$ cat src/rtl/hazard_pkg.sv
// rtl/hazard_pkg.sv - opcode, select and FSM definitions shared by the hazard scoreboard
package hazard_pkg;

  localparam logic [4:0] OP_ALU  = 5'd0;
  localparam logic [4:0] OP_BNE  = 5'd2;
  localparam logic [4:0] OP_JAL  = 5'd3;
  localparam logic [4:0] OP_JR   = 5'd4;
  localparam logic [4:0] OP_ADDI = 5'd5;
  localparam logic [4:0] OP_BLT  = 5'd6;
  localparam logic [4:0] OP_SW   = 5'd7;
  localparam logic [4:0] OP_LW   = 5'd8;
  localparam logic [4:0] OP_SETX = 5'd21;
  localparam logic [4:0] OP_BEX  = 5'd22;

  localparam logic [4:0] ALU_MUL = 5'd6;
  localparam logic [4:0] ALU_DIV = 5'd7;

  localparam logic [1:0] FWD_RF = 2'b00;
  localparam logic [1:0] FWD_XM = 2'b01;
  localparam logic [1:0] FWD_MW = 2'b10;

  localparam int ST_FD = 0;
  localparam int ST_DX = 1;
  localparam int ST_XM = 2;
  localparam int ST_MW = 3;

  typedef enum logic [1:0] {
    MD_IDLE = 2'd0,
    MD_BUSY = 2'd1,
    MD_DONE = 2'd2
  } md_state_t;

  function automatic logic [4:0] instr_op(input logic [31:0] instr);
    return instr[31:27];
  endfunction

endpackage

$ cat src/rtl/instr_operand_decode.sv
// rtl/instr_operand_decode.sv - destination and source register extraction for one pipeline stage
module instr_operand_decode
  import hazard_pkg::*;
#(
  parameter int REG_W      = 5,
  parameter int LINK_REG   = 31,
  parameter int STATUS_REG = 30
) (
  input  logic [31:0]      instr,
  input  logic             exception,
  output logic             dest_valid,
  output logic [REG_W-1:0] dest,
  output logic             src_a_valid,
  output logic [REG_W-1:0] src_a,
  output logic             src_b_valid,
  output logic [REG_W-1:0] src_b,
  output logic             src_st_valid,
  output logic [REG_W-1:0] src_st
);

  logic [4:0]       op;
  logic [REG_W-1:0] rd, rs, rt;
  logic             dest_hit, a_hit, b_hit, st_hit;
  logic             unused_bits;

  assign op          = instr_op(instr);
  assign rd          = instr[22 +: REG_W];
  assign rs          = instr[17 +: REG_W];
  assign rt          = instr[12 +: REG_W];
  assign unused_bits = ^instr[11:0];

  always_comb begin
    dest_hit = 1'b0;
    dest     = '0;
    a_hit    = 1'b0;
    src_a    = '0;
    b_hit    = 1'b0;
    src_b    = '0;
    st_hit   = 1'b0;
    src_st   = '0;
    case (op)
      OP_ALU: begin
        dest_hit = 1'b1; dest  = rd;
        a_hit    = 1'b1; src_a = rs;
        b_hit    = 1'b1; src_b = rt;
      end
      OP_ADDI, OP_LW: begin
        dest_hit = 1'b1; dest  = rd;
        a_hit    = 1'b1; src_a = rs;
      end
      OP_JAL:  begin dest_hit = 1'b1; dest = REG_W'(LINK_REG); end
      OP_SETX: begin dest_hit = 1'b1; dest = REG_W'(STATUS_REG); end
      OP_SW: begin
        a_hit  = 1'b1; src_a  = rs;
        st_hit = 1'b1; src_st = rd;
      end
      OP_BNE, OP_BLT: begin
        a_hit = 1'b1; src_a = rd;
        b_hit = 1'b1; src_b = rs;
      end
      OP_JR:  begin a_hit = 1'b1; src_a = rd; end
      OP_BEX: begin a_hit = 1'b1; src_a = REG_W'(STATUS_REG); end
      default: ;
    endcase
    // A faulting instruction writes the status register regardless of its opcode.
    if (exception) begin
      dest_hit = 1'b1;
      dest     = REG_W'(STATUS_REG);
    end
  end

  // Register 0 is hardwired, so it never produces or consumes a forwarded value.
  assign dest_valid   = dest_hit && (dest != '0);
  assign src_a_valid  = a_hit && (src_a != '0);
  assign src_b_valid  = b_hit && (src_b != '0);
  assign src_st_valid = st_hit && (src_st != '0);

endmodule

$ cat src/rtl/hazard_scoreboard_unit.sv
// rtl/hazard_scoreboard_unit.sv - operand forwarding selects, load-use stall and mult/div busy control
module hazard_scoreboard_unit
  import hazard_pkg::*;
#(
  parameter int REG_W      = 5,
  parameter int LINK_REG   = 31,
  parameter int STATUS_REG = 30,
  parameter int MD_TIMEOUT = 40,
  parameter int CNT_W      = 6
) (
  input  logic        clock,
  input  logic        reset_n,
  input  logic [31:0] fd_instr,
  input  logic [31:0] dx_instr,
  input  logic [31:0] xm_instr,
  input  logic [31:0] mw_instr,
  input  logic        xm_exception,
  input  logic        mw_exception,
  input  logic        ctrl_flush,
  input  logic        multdiv_ready,
  output logic        multdiv_start,
  output logic        stall_front,
  output logic        stall_dx,
  output logic [1:0]  fwd_a_sel,
  output logic [1:0]  fwd_b_sel,
  output logic [1:0]  fwd_st_sel,
  output logic        md_busy,
  output logic        md_timeout
);

  logic [31:0]      stage_instr [4];
  logic [3:0]       stage_exc;
  logic [3:0]       d_v, a_v, b_v, s_v;
  logic [REG_W-1:0] d_i [4];
  logic [REG_W-1:0] a_i [4];
  logic [REG_W-1:0] b_i [4];
  logic [REG_W-1:0] s_i [4];

  assign stage_instr[ST_FD] = fd_instr;
  assign stage_instr[ST_DX] = dx_instr;
  assign stage_instr[ST_XM] = xm_instr;
  assign stage_instr[ST_MW] = mw_instr;
  assign stage_exc          = {mw_exception, xm_exception, 2'b00};

  for (genvar g = 0; g < 4; g++) begin : g_stage
    instr_operand_decode #(
      .REG_W      (REG_W),
      .LINK_REG   (LINK_REG),
      .STATUS_REG (STATUS_REG)
    ) u_decode (
      .instr        (stage_instr[g]),
      .exception    (stage_exc[g]),
      .dest_valid   (d_v[g]),
      .dest         (d_i[g]),
      .src_a_valid  (a_v[g]),
      .src_a        (a_i[g]),
      .src_b_valid  (b_v[g]),
      .src_b        (b_i[g]),
      .src_st_valid (s_v[g]),
      .src_st       (s_i[g])
    );
  end

  logic unused_decode;
  assign unused_decode = ^{d_v[ST_FD], d_i[ST_FD], a_v[3:2], b_v[3:2], s_v[3:2],
                           a_i[ST_XM], a_i[ST_MW], b_i[ST_XM], b_i[ST_MW],
                           s_i[ST_XM], s_i[ST_MW]};

  // A load in X/M has no data yet; the load-use stall has already covered it.
  logic xm_fwd_valid;
  assign xm_fwd_valid = d_v[ST_XM] && (instr_op(xm_instr) != OP_LW);

  function automatic logic [1:0] pick_fwd(input logic v, input logic [REG_W-1:0] s,
                                          input logic xv, input logic [REG_W-1:0] xd,
                                          input logic mv, input logic [REG_W-1:0] md);
    if (v && xv && (s == xd)) return FWD_XM;
    if (v && mv && (s == md)) return FWD_MW;
    return FWD_RF;
  endfunction

  logic [1:0] fwd_a_raw, fwd_b_raw, fwd_st_raw;
  assign fwd_a_raw  = pick_fwd(a_v[ST_DX], a_i[ST_DX], xm_fwd_valid, d_i[ST_XM], d_v[ST_MW], d_i[ST_MW]);
  assign fwd_b_raw  = pick_fwd(b_v[ST_DX], b_i[ST_DX], xm_fwd_valid, d_i[ST_XM], d_v[ST_MW], d_i[ST_MW]);
  assign fwd_st_raw = pick_fwd(s_v[ST_DX], s_i[ST_DX], xm_fwd_valid, d_i[ST_XM], d_v[ST_MW], d_i[ST_MW]);

  logic fd_uses_dx, load_use;
  assign fd_uses_dx = (a_v[ST_FD] && (a_i[ST_FD] == d_i[ST_DX])) ||
                      (b_v[ST_FD] && (b_i[ST_FD] == d_i[ST_DX])) ||
                      (s_v[ST_FD] && (s_i[ST_FD] == d_i[ST_DX]));
  assign load_use   = (instr_op(dx_instr) == OP_LW) && d_v[ST_DX] && fd_uses_dx && !ctrl_flush;

  logic dx_is_md;
  assign dx_is_md = (instr_op(dx_instr) == OP_ALU) &&
                    ((dx_instr[6:2] == ALU_MUL) || (dx_instr[6:2] == ALU_DIV));

  md_state_t        state;
  logic [CNT_W-1:0] busy_cnt;

  always_ff @(posedge clock or negedge reset_n) begin
    if (!reset_n) begin
      state         <= MD_IDLE;
      busy_cnt      <= '0;
      multdiv_start <= 1'b0;
      md_timeout    <= 1'b0;
    end else begin
      multdiv_start <= 1'b0;
      case (state)
        MD_IDLE: begin
          if (dx_is_md && !ctrl_flush) begin
            state         <= MD_BUSY;
            busy_cnt      <= '0;
            multdiv_start <= 1'b1;
          end
        end
        MD_BUSY: begin
          busy_cnt <= busy_cnt + 1'b1;
          if (multdiv_ready) begin
            state <= MD_DONE;
          end else if (busy_cnt == CNT_W'(MD_TIMEOUT - 1)) begin
            md_timeout <= 1'b1;
            busy_cnt   <= '0;
            state      <= MD_IDLE;
          end
        end
        MD_DONE: begin
          busy_cnt <= '0;
          state    <= MD_IDLE;
        end
        default: begin
          busy_cnt <= '0;
          state    <= MD_IDLE;
        end
      endcase
    end
  end

  assign md_busy     = (state == MD_BUSY);
  assign stall_dx    = md_busy;
  assign stall_front = reset_n && (load_use || md_busy);
  assign fwd_a_sel   = reset_n ? fwd_a_raw  : FWD_RF;
  assign fwd_b_sel   = reset_n ? fwd_b_raw  : FWD_RF;
  assign fwd_st_sel  = reset_n ? fwd_st_raw : FWD_RF;

endmodule

$ cat config.mk
export PLATFORM = sky130hd
export DESIGN_NAME = hazard_scoreboard_unit
export DESIGN_NICKNAME = d
export VERILOG_FILES = /design/src/rtl/hazard_pkg.sv /design/src/rtl/instr_operand_decode.sv /design/src/rtl/hazard_scoreboard_unit.sv
export SDC_FILE = /design/constraint.sdc
export NUM_CORES = 1
export LEC_CHECK = 0
export ABC_AREA = 1
export CORE_MARGIN = 2
export CORE_UTILIZATION = 38
export CTS_BUF_LIST = sky130_fd_sc_hd__clkbuf_2
export DETAILED_ROUTE_END_ITERATION = 16
export MAX_ROUTING_LAYER = met4
export PLACE_DENSITY = 0.85
export SETUP_SLACK_MARGIN = 0.02
export SLEW_MARGIN = 20
export SYNTH_ARGS = -nofsm -noshare
export SYNTH_HDL_FRONTEND = slang
export SYNTH_SLANG_ARGS = --single-unit
$ cat constraint.sdc
create_clock -name clock -period 1.87 [get_ports clock]
set_input_delay 0.187 -clock clock [delete_from_list [all_inputs] [get_ports clock]]
set_output_delay 0.187 -clock clock [all_outputs]
set_load 0.005 [all_outputs]
; Word level (Yosys, flattened, before mapping)
; Cells that the tools add are included.
[classes]
add_sub_neg = 1
eq_ne = 40
muxes = 56
n_bitwise = 1
reduce_logical = 68
[ops]
columns = operator, n
row1 = $pmux 5 s3, 5
row2 = $eq 5x3->1 const B, 12
row3 = $eq 5x5->1, 9
row4 = $reduce_bool 5->1, 9
row5 = $mux 2, 18
row6 = $logic_and 1x1->1, 31
row7 = $eq 5x2->1 const B, 5
row8 = $eq 5x5->1 const B, 5
row9 = $mux 1, 22
row10 = $reduce_or 3->1, 7
row11 = $eq 5x4->1 const B, 4
row12 = $logic_not 5->1, 4
row13 = $mux 5, 4
row14 = $pmux 5 s2, 2
row15 = $mux 6, 3
row16 = $reduce_or 8->1, 2
row17 = $reduce_or 5->1, 3
row18 = $pmux 6 s2, 1
row19 = $reduce_or 4->1, 2
row20 = $add 6x1->6 const B, 1
row21 = $eq 6x6->1 const B, 1
row22 = $ne 5x4->1 const B, 1
row23 = $logic_or 1x1->1, 4
row24 = $pmux 2 s2, 1
row25 = other kinds (9), 10
[word_totals]
reg_bits = 10
inputBits = 134
out_inout_bits = 11

; Longest topological paths before layout
; Gate-level depths: netlist of the first run.
[depth]
word_depth = 14
ltp_mapped = 15
depth_no_buf = 15

; Cells and area by module
; Synthesis of the first run repeated with hierarchy kept, for this count alone.
[unflattened]
hier_cells = 619
hier_area_um2 = 3022.9
[by_module_without_submodules]
columns = module, n_inst, cells_per_inst, area_each_um2
row1 = hazard_scoreboard_unit, 1, 234, 1342.5
row2 = instr_operand_decode at g_stage[0].u_decode ..., 3, 97, 421.7
row3 = instr_operand_decode at g_stage[3].u_decode, 1, 94, 415.4

; Least setup slack after synthesis of the first run
; No wires, ideal clock.
[synth_timing]
path_type = input to output
start = input port mw_instr[28]
end = output port fwd_st_sel[1]
arrival_time_ns = 1.336
required_ns = 1.683
setup_slack_ns = 0.347
path_stages = 10
cell_sequence = or2_0 o21ai_1 nand2_1 o21ai_1 xor2_1 nor2_1 nand2_1 nor2_1 nand2_1 a21oi_1
[synth_between]
elab_chain_len = 13
[synth_rtl]
columns = item, line
row1 = start: declaration, hazard_scoreboard_unit.sv:16  ; input logic [31:0] mw_instr,
row2 = "$eq 5x3->1, or another cell as far along", -
row3 = $reduce_or 3->1 (no line), -
row4 = $pmux 5 s3, instr_operand_decode.sv:41  ; case (op)
row5 = $mux 5, instr_operand_decode.sv:66  ; if (exception) begin
row6 = $reduce_bool 5->1, instr_operand_decode.sv:73  ; assign dest_valid = dest_hit && (dest != '0);
row7 = $logic_and 1x1->1, instr_operand_decode.sv:73
row8 = $logic_and 1x1->1, hazard_scoreboard_unit.sv:77  ; if (v && mv && (s == md)) return FWD_MW;
row9 = $logic_and 1x1->1 *, hazard_scoreboard_unit.sv:77
row10 = $mux 1 (2 in a row), hazard_scoreboard_unit.sv:77
row11 = $mux 2 *, hazard_scoreboard_unit.sv:78  ; return FWD_RF;
row12 = $mux 2 *, hazard_scoreboard_unit.sv:77
row13 = $mux 2 *, hazard_scoreboard_unit.sv:142  ; assign fwd_st_sel = reset_n ? fwd_st_raw : FWD_RF;
row14 = end: declaration, hazard_scoreboard_unit.sv:26  ; output logic [1:0] fwd_st_sel,
; Mark *: on every way between the ends. The rest lies on a longest branch, timed or not. The select of a mux whose other input is x is not followed.

; Worst setup path after layout of the first run
[layout_timing]
start = input port mw_instr[30]
end = output port fwd_a_sel[1]
[layout_between]
elab_chain_len = 13
[layout_rtl]
columns = item, line
row1 = "$eq 5x3->1, or another cell as far along", -
row2 = $reduce_or 3->1 (no line), -
row3 = $pmux 5 s3, instr_operand_decode.sv:41
row4 = $mux 5, instr_operand_decode.sv:66
row5 = $reduce_bool 5->1, instr_operand_decode.sv:73
row6 = $logic_and 1x1->1, instr_operand_decode.sv:73
row7 = $logic_and 1x1->1, hazard_scoreboard_unit.sv:77
row8 = $logic_and 1x1->1 *, hazard_scoreboard_unit.sv:77
row9 = $mux 1 (2 in a row), hazard_scoreboard_unit.sv:77
row10 = $mux 2 *, hazard_scoreboard_unit.sv:78
row11 = $mux 2 *, hazard_scoreboard_unit.sv:77
row12 = $mux 2 *, hazard_scoreboard_unit.sv:140  ; assign fwd_a_sel = reset_n ? fwd_a_raw : FWD_RF;
row13 = end: declaration, hazard_scoreboard_unit.sv:24  ; output logic [1:0] fwd_a_sel,
; Marked as above.

==> impl_metrics.tcl, run 1 <==
set metrics [dict create \
    status "finished with violations" \
    violations "negative setup slack" \
    finalCriticalPeriod_ns 2.07 \
    skew_ns 0.0172 \
    drtIter0Drc 248 \
    cap_violations 0 \
    diodes 0 \
    areaGrowthSynthToFinish_pct 82.6 \
    cts_root_buf "clkbuf_2" \
    cts.hold.buffers_added 0 \
    p_sw_uw 486 \
    synthCells 407 \
    post-route-drc-count 0 \
    power_frac_seq 0.213 \
    hpwl_um 6070 \
    tritoncts "done" \
    final_max_slew_viol_count 0 \
    synth-async-reset-ratio 1.00 \
    die_x_um 80.4 \
    clk_latency_ns 0.27 \
    initial_core_util 0.398 \
    die_area_um2 6460 \
    gp_congestion 0.951 \
    power_mw 1.12 \
    fmax_ghz 0.482 \
    vias 3406 \
    clock_power_share 0.112 \
    n_fill_cell 406 \
    fin_ws_ns -0.204 \
    fin_area_um2 4050 \
    pwr_density_cell_nw_per_um2 276 \
    crit_required_ns 1.68 \
    core_um2 5570 \
    synth-seq-cells 10 \
    mappedNetlistNets 542 \
    reg2reg_from "busy_cnt[0]" \
    hold_viol 0 \
    final-setup-viol-count 7 \
    tns_ns -0.774 \
    hold_path_class "primary input to async pin" \
    fin_nets 692 \
    layout-drive-gt1-share 0.383 \
    cp.arrival_ns 1.89 \
    syn_area_um2 2220 \
    clock_sinks 10 \
    fin_hold_ws_ns 0.346 \
    synth_top_cell_by_area "nand2_1" \
    comb_power_share 0.675 \
    cts-buffers-inserted 3 \
    track_usage 0.270 \
    cp-start-kind "primary input" \
    grt_max_degree 11 \
    synth_area_leaders "nand2_1 (18%), dfrtp_1 (11%), nor2_1 (11%), inv_1 (10%), xor2_1 (9.5%)" \
    antenna_found_initial 0 \
    numPlacedInstances 593 \
    setup.worst_path.start "mw_instr[30]" \
    netSwitchingFraction 0.435 \
    final_cells 628 \
    synthFlopType "dfrtp_1" \
    row_count 27 \
    cts_buffer_depth 2 \
    drt_wl_total_um 9550 \
    max_slew_margin 0.667 \
    yosysTopAreaCellShare 0.183 \
    pin_count 145 \
    path_clk_slew_ns 0.11 \
    ys.warnings.count 0 \
    wire_per_inst_um 15.2 \
    critPathCaptureType "output port" \
    grt_remaining_overflow 0 \
    post-route-period-util 1.11 \
    power.internal_uw 631 \
    rsz0062_at_grt "yes" \
    io_buffers 80 \
    fin_util 0.726 \
    peakVddDrop_v 0.000187 \
    synth_edf_count 0 \
    synth_common_cells "nand2_1 (108), nor2_1 (65), inv_1 (62)" \
    synthMostInstantiatedCell "nand2_1" \
    place_area_um2 3360 \
    synth_cell_types 39 \
    pre_cts_ws_ns -0.836 \
    worst_pin_slew_ns 0.496 \
    path_class "primary input to output port" \
    path_max_fanout 3 \
    grt_pass1_vias 3286 \
    die-height_um 80.4 \
    via_per_inst 5.42 \
    p_leak_nw 2.03 \
    htree_levels 1 \
    synth_area_per_cell_um2 5.45 \
    firstDrtPassIters 5 \
    ys_seq_area_frac 0.113 \
    antenna_left 0 \
    grt_pass1_wl_um 13700 \
]
[per-layer routing]
metal / vias up / wire length [um] / global-route usage
met5: - / 0 / -
met4: 0 / 399 / 0.0983
met3: 46 / 593 / 0.0348
met2: 177 / 4980 / 0.502
met1: 1582 / 3590 / 0.291
li1: 1601 / - / -
[worst paths after layout]
kind,endpoint,slack (ns),cells past startpoint
setup / recovery,fwd_a_sel[1],-0.20,13
hold / removal,busy_cnt[3],0.35,2
setup reg to reg,busy_cnt[0],0.39,6
hold reg to reg,md_timeout,0.48,1
max in group asynchronous,busy_cnt[1],1.37,2
min in group clock,md_timeout,0.48,1
[cell families (layout without fill, tap and decap cells)]
group,count (synthesis),count (layout),share of synthesized area
simple gates,257,258,0.527
buf+inv,68,216,0.117
compound gates,44,44,0.131
xor+xnor,27,27,0.107
flops,10,10,0.113
fa+ha+maj,1,1,0.00564
[state kept, by name, indices dropped and copies added (netlist names)]
signal	count
busy_cnt	6
state	2
md_timeout	1
multdiv_start	1
[final cells by class]
type / instances / area, um^2 / share of cell area
flip-flops and latches: 10 / 250 / 0.0618
well taps: 72 / 90.1 / 0.0222
clock buffers: 3 / 15.0 / 0.00371
multi-input cells: 330 / 2150 / 0.532
clock inverters: 1 / 3.75 / 0.000927
inverters: 67 / 262 / 0.0646
repair buffers: 145 / 1270 / 0.315
[placed cells by master, fill, tap and decap left out, drive strengths merged, types with 2 or more instances in the layout]
master           n
a21oi            8
a22o             4
buf             90
clkbuf           3
clkdlybuf4s15    2
clkdlybuf4s50   42
dfrtp           10
dlygate4sd2     10
inv             67
nand2          119
nand3           40
nand3b           2
nand4           10
nor2            72
nor3             9
nor4             3
o21ai           22
o22ai            3
xnor2            3
xor2            24
[power groups by stage]
stage | clock network (mW) | logic [mW] | registers (mW)
floorplan | 0 | 0.281 | 0.240
global placement | 0 | 0.553 | 0.241
detailed placement | 0 | 0.565 | 0.242
CTS | 0.125 | 0.676 | 0.238
global route | 0.139 | 0.805 | 0.240
finish | 0.125 | 0.754 | 0.238
[worst max-delay path, stage by stage]
cell      delay [ns]
buf_2           0.10
nor2_1          0.13
nand3_1         0.17
o21ai_2         0.12
nand2_2         0.12
buf_6           0.14
o21ai_4         0.20
buf_4           0.15
xor2_1          0.19
nor2_1          0.09
nand3b_1        0.12
nor2_1          0.05
buf_2           0.12
[what timing repair did]
action,4_1_cts,5_1_grt
pin swaps,69,30
gates cloned,1,0
endpoints found under the hold margin,0,0
buffers inserted,24,7
gates resized for setup,229,36
endpoints found under the setup margin,7,7
Note: power is estimated with default switching activity, not from simulation.
==> run 2, diff against run 1 <==
Settings changed: CAP_MARGIN set to 15.
==> results of run 2 <==
Same layout as run 1: the final DEF is identical, and so are final timing and power.
==> run 3, diff against run 2 <==
Settings changed: PLACE_DENSITY 0.85 to 0.84, SLEW_MARGIN 20 to 40.
==> run 3 against run 2 <==
Net effect: the run still ends with negative setup slack left; cell count grew 0.80%; combinational power grew 8.2%; sequential power is essentially flat; worst hold slack gained 0.051 ns; design area grew 3.7%; first-iteration DRC count grew 59%; global-route usage grew 2.7 points; sequential cell count is the same; wire length grew 19%.
==> impl_metrics.tcl, run 3 (synthesis gave the netlist of run 1 again) <==
set metrics [dict create \
    status "finished with violations" \
    violations "negative setup slack" \
    path_cells "buf_2 -> nor2_1 -> nand4_1 -> buf_4 -> buf_4 -> o21ai_2 -> nand2_2 -> buf_6 -> xor2_2 -> nor3_2 -> nand3b_1 -> nor2_2 -> buf_2" \
    final_common_cell "nand2_1" \
    diodes 0 \
    core_um2 5570 \
    n_fill_cell 358 \
    post-route-period-util 1.23 \
    final_max_slew_viol_count 0 \
    cts_buffer_depth 2 \
    skew_ns 0.00503 \
    track_usage 0.297 \
    clock_sinks 10 \
    fin_area_um2 4200 \
    via_per_inst 5.97 \
    io_buffers 80 \
    max_slew_margin 0.668 \
    path_max_fanout 3 \
    final-setup-viol-count 7 \
    path_class "primary input to output port" \
    critPathTopFamily "simple AND/OR/NAND/NOR gates" \
    cts_root_buf "clkbuf_2" \
    fin_nets 698 \
    regArea_um2 250 \
    grt_pass1_vias 3466 \
    tns_ns -1.72 \
    path_clk_slew_ns 0.09 \
    post-route-drc-count 0 \
    row_count 27 \
    grt_pass1_wl_um 15000 \
    vias 3777 \
    crit_required_ns 1.68 \
    rsz0062_at_grt "yes" \
    cp.depth 13 \
    grt_max_degree 9 \
    htree_levels 1 \
    die_x_um 80.4 \
    hold_path_class "primary input to async pin" \
    fmax_ghz 0.434 \
    cp_num_buf_inv 5 \
    drtIter0Drc 394 \
    tritoncts "done" \
    pin_count 145 \
    reg2reg_from "busy_cnt[0]" \
    gp_congestion 0.977 \
    cp.arrival_ns 2.12 \
    pre_cts_ws_ns -0.914 \
    peakVddDrop_v 0.000150 \
    final_cell_mix "nand2_1 (81), buf_4 (62), inv_1 (47), nor2_1 (47), clkdlybuf4s50_1 (39)" \
    clk_latency_ns 0.25 \
    drt_wl_total_um 11400 \
    multi_input_area_um2 2280 \
    die_area_um2 6460 \
    crit_path_max_incr_delay_ns 0.23 \
    reg2regPathDepth 6 \
    hpwl_um 6050 \
    critPathSlowestCell "nand4_1" \
    pwr_density_cell_nw_per_um2 279 \
    top_regs "busy_cnt: 6 flops, state: 2 flops" \
    worst_pin_slew_ns 0.493 \
    r2r_slack_ns 0.42 \
    firstDrtPassIters 5 \
    final_cells 633 \
    antenna_left 0 \
    antenna_found_initial 0 \
    wire_per_inst_um 18.0 \
    fin_hold_ws_ns 0.397 \
    critPathCaptureType "output port" \
    fin_util 0.753 \
    areaGrowthSynthToFinish_pct 89.4 \
    fin_ws_ns -0.436 \
    rr_endpoint "busy_cnt[3]" \
    top_register "busy_cnt" \
    largest_reg_flops 6 \
    hold_viol 0 \
    cp-start-kind "primary input" \
    initial_core_util 0.398 \
    numPlacedInstances 592 \
    cap_violations 0 \
    cts-buffers-inserted 3 \
    finalCriticalPeriod_ns 2.31 \
    grt_remaining_overflow 0 \
    power_mw 1.17 \
    layout-drive-gt1-share 0.421 \
    cts.hold.buffers_added 0 \
    p_leak_nw 2.09 \
    die-height_um 80.4 \
    place_area_um2 3360 \
]
## run 3: cell types whose count changed in the layout (fill, tap and decap cells not counted), sizes merged
cell           before  now
buf                90   98
clkinv              1    0
dlygate4sd2        10   13
clkdlybuf4s50      42   39
clkdlybuf4s15       2    0
## run 3: area by class of cell
type,instances,area share
Sequential cell,10,0.0596
Tap cell,72,0.0215
Timing Repair Buffer,151,0.311
Clock buffer,3,0.00358
Multi-Input combinational cell,330,0.542
Inverter,67,0.0623
## run 3: timing repair
| action | 4_1_cts | 5_1_grt |
|---|---|---|
| resized for setup | 247 | 56 |
| cloned | 1 | 0 |
| pin swaps | 83 | 42 |
| endpoints found under the setup margin | 7 | 7 |
| setup buffers | 33 | 4 |
| hold endpoints to repair | 0 | 0 |
## run 3: power breakdown
| part | switching [mW] | leakage [nW] | internal, mW |
|---|---|---|---|
| Sequential | 0.0103 | 0.136 | 0.228 |
| Combinational | 0.451 | 1.94 | 0.365 |
| Clock | 0.0720 | 0.0125 | 0.0437 |
## run 3: worst max path at each step
stage | from | endpoint
2_1_floorplan | mw_instr[28] | fwd_st_sel[1]
4_1_cts | xm_instr[30] | fwd_a_sel[1]
3_5_place_dp | dx_instr[28] | fwd_a_sel[0]
6_report | mw_instr[29] | fwd_a_sel[1]
3_3_place_gp | fd_instr[28] | stall_front
5_1_grt | mw_instr[29] | fwd_a_sel[1]
## run 3: layer usage
layer	vias up	GRT usage	share of wire
met5	-	-	0
met4	0	0.151	0.085
met3	120	0.0303	0.091
met2	335	0.531	0.48
met1	1706	0.326	0.35
li1	1616	-	-
## run 3: worst reg2reg max path, cell delays in order (launching register included)
cell and delay [ns]:
dfrtp_1 0.40, ha_1 0.19, nand2_1 0.07, nor4_1 0.38, nand2_1 0.09, nand2_1 0.11
o22ai_1 0.08
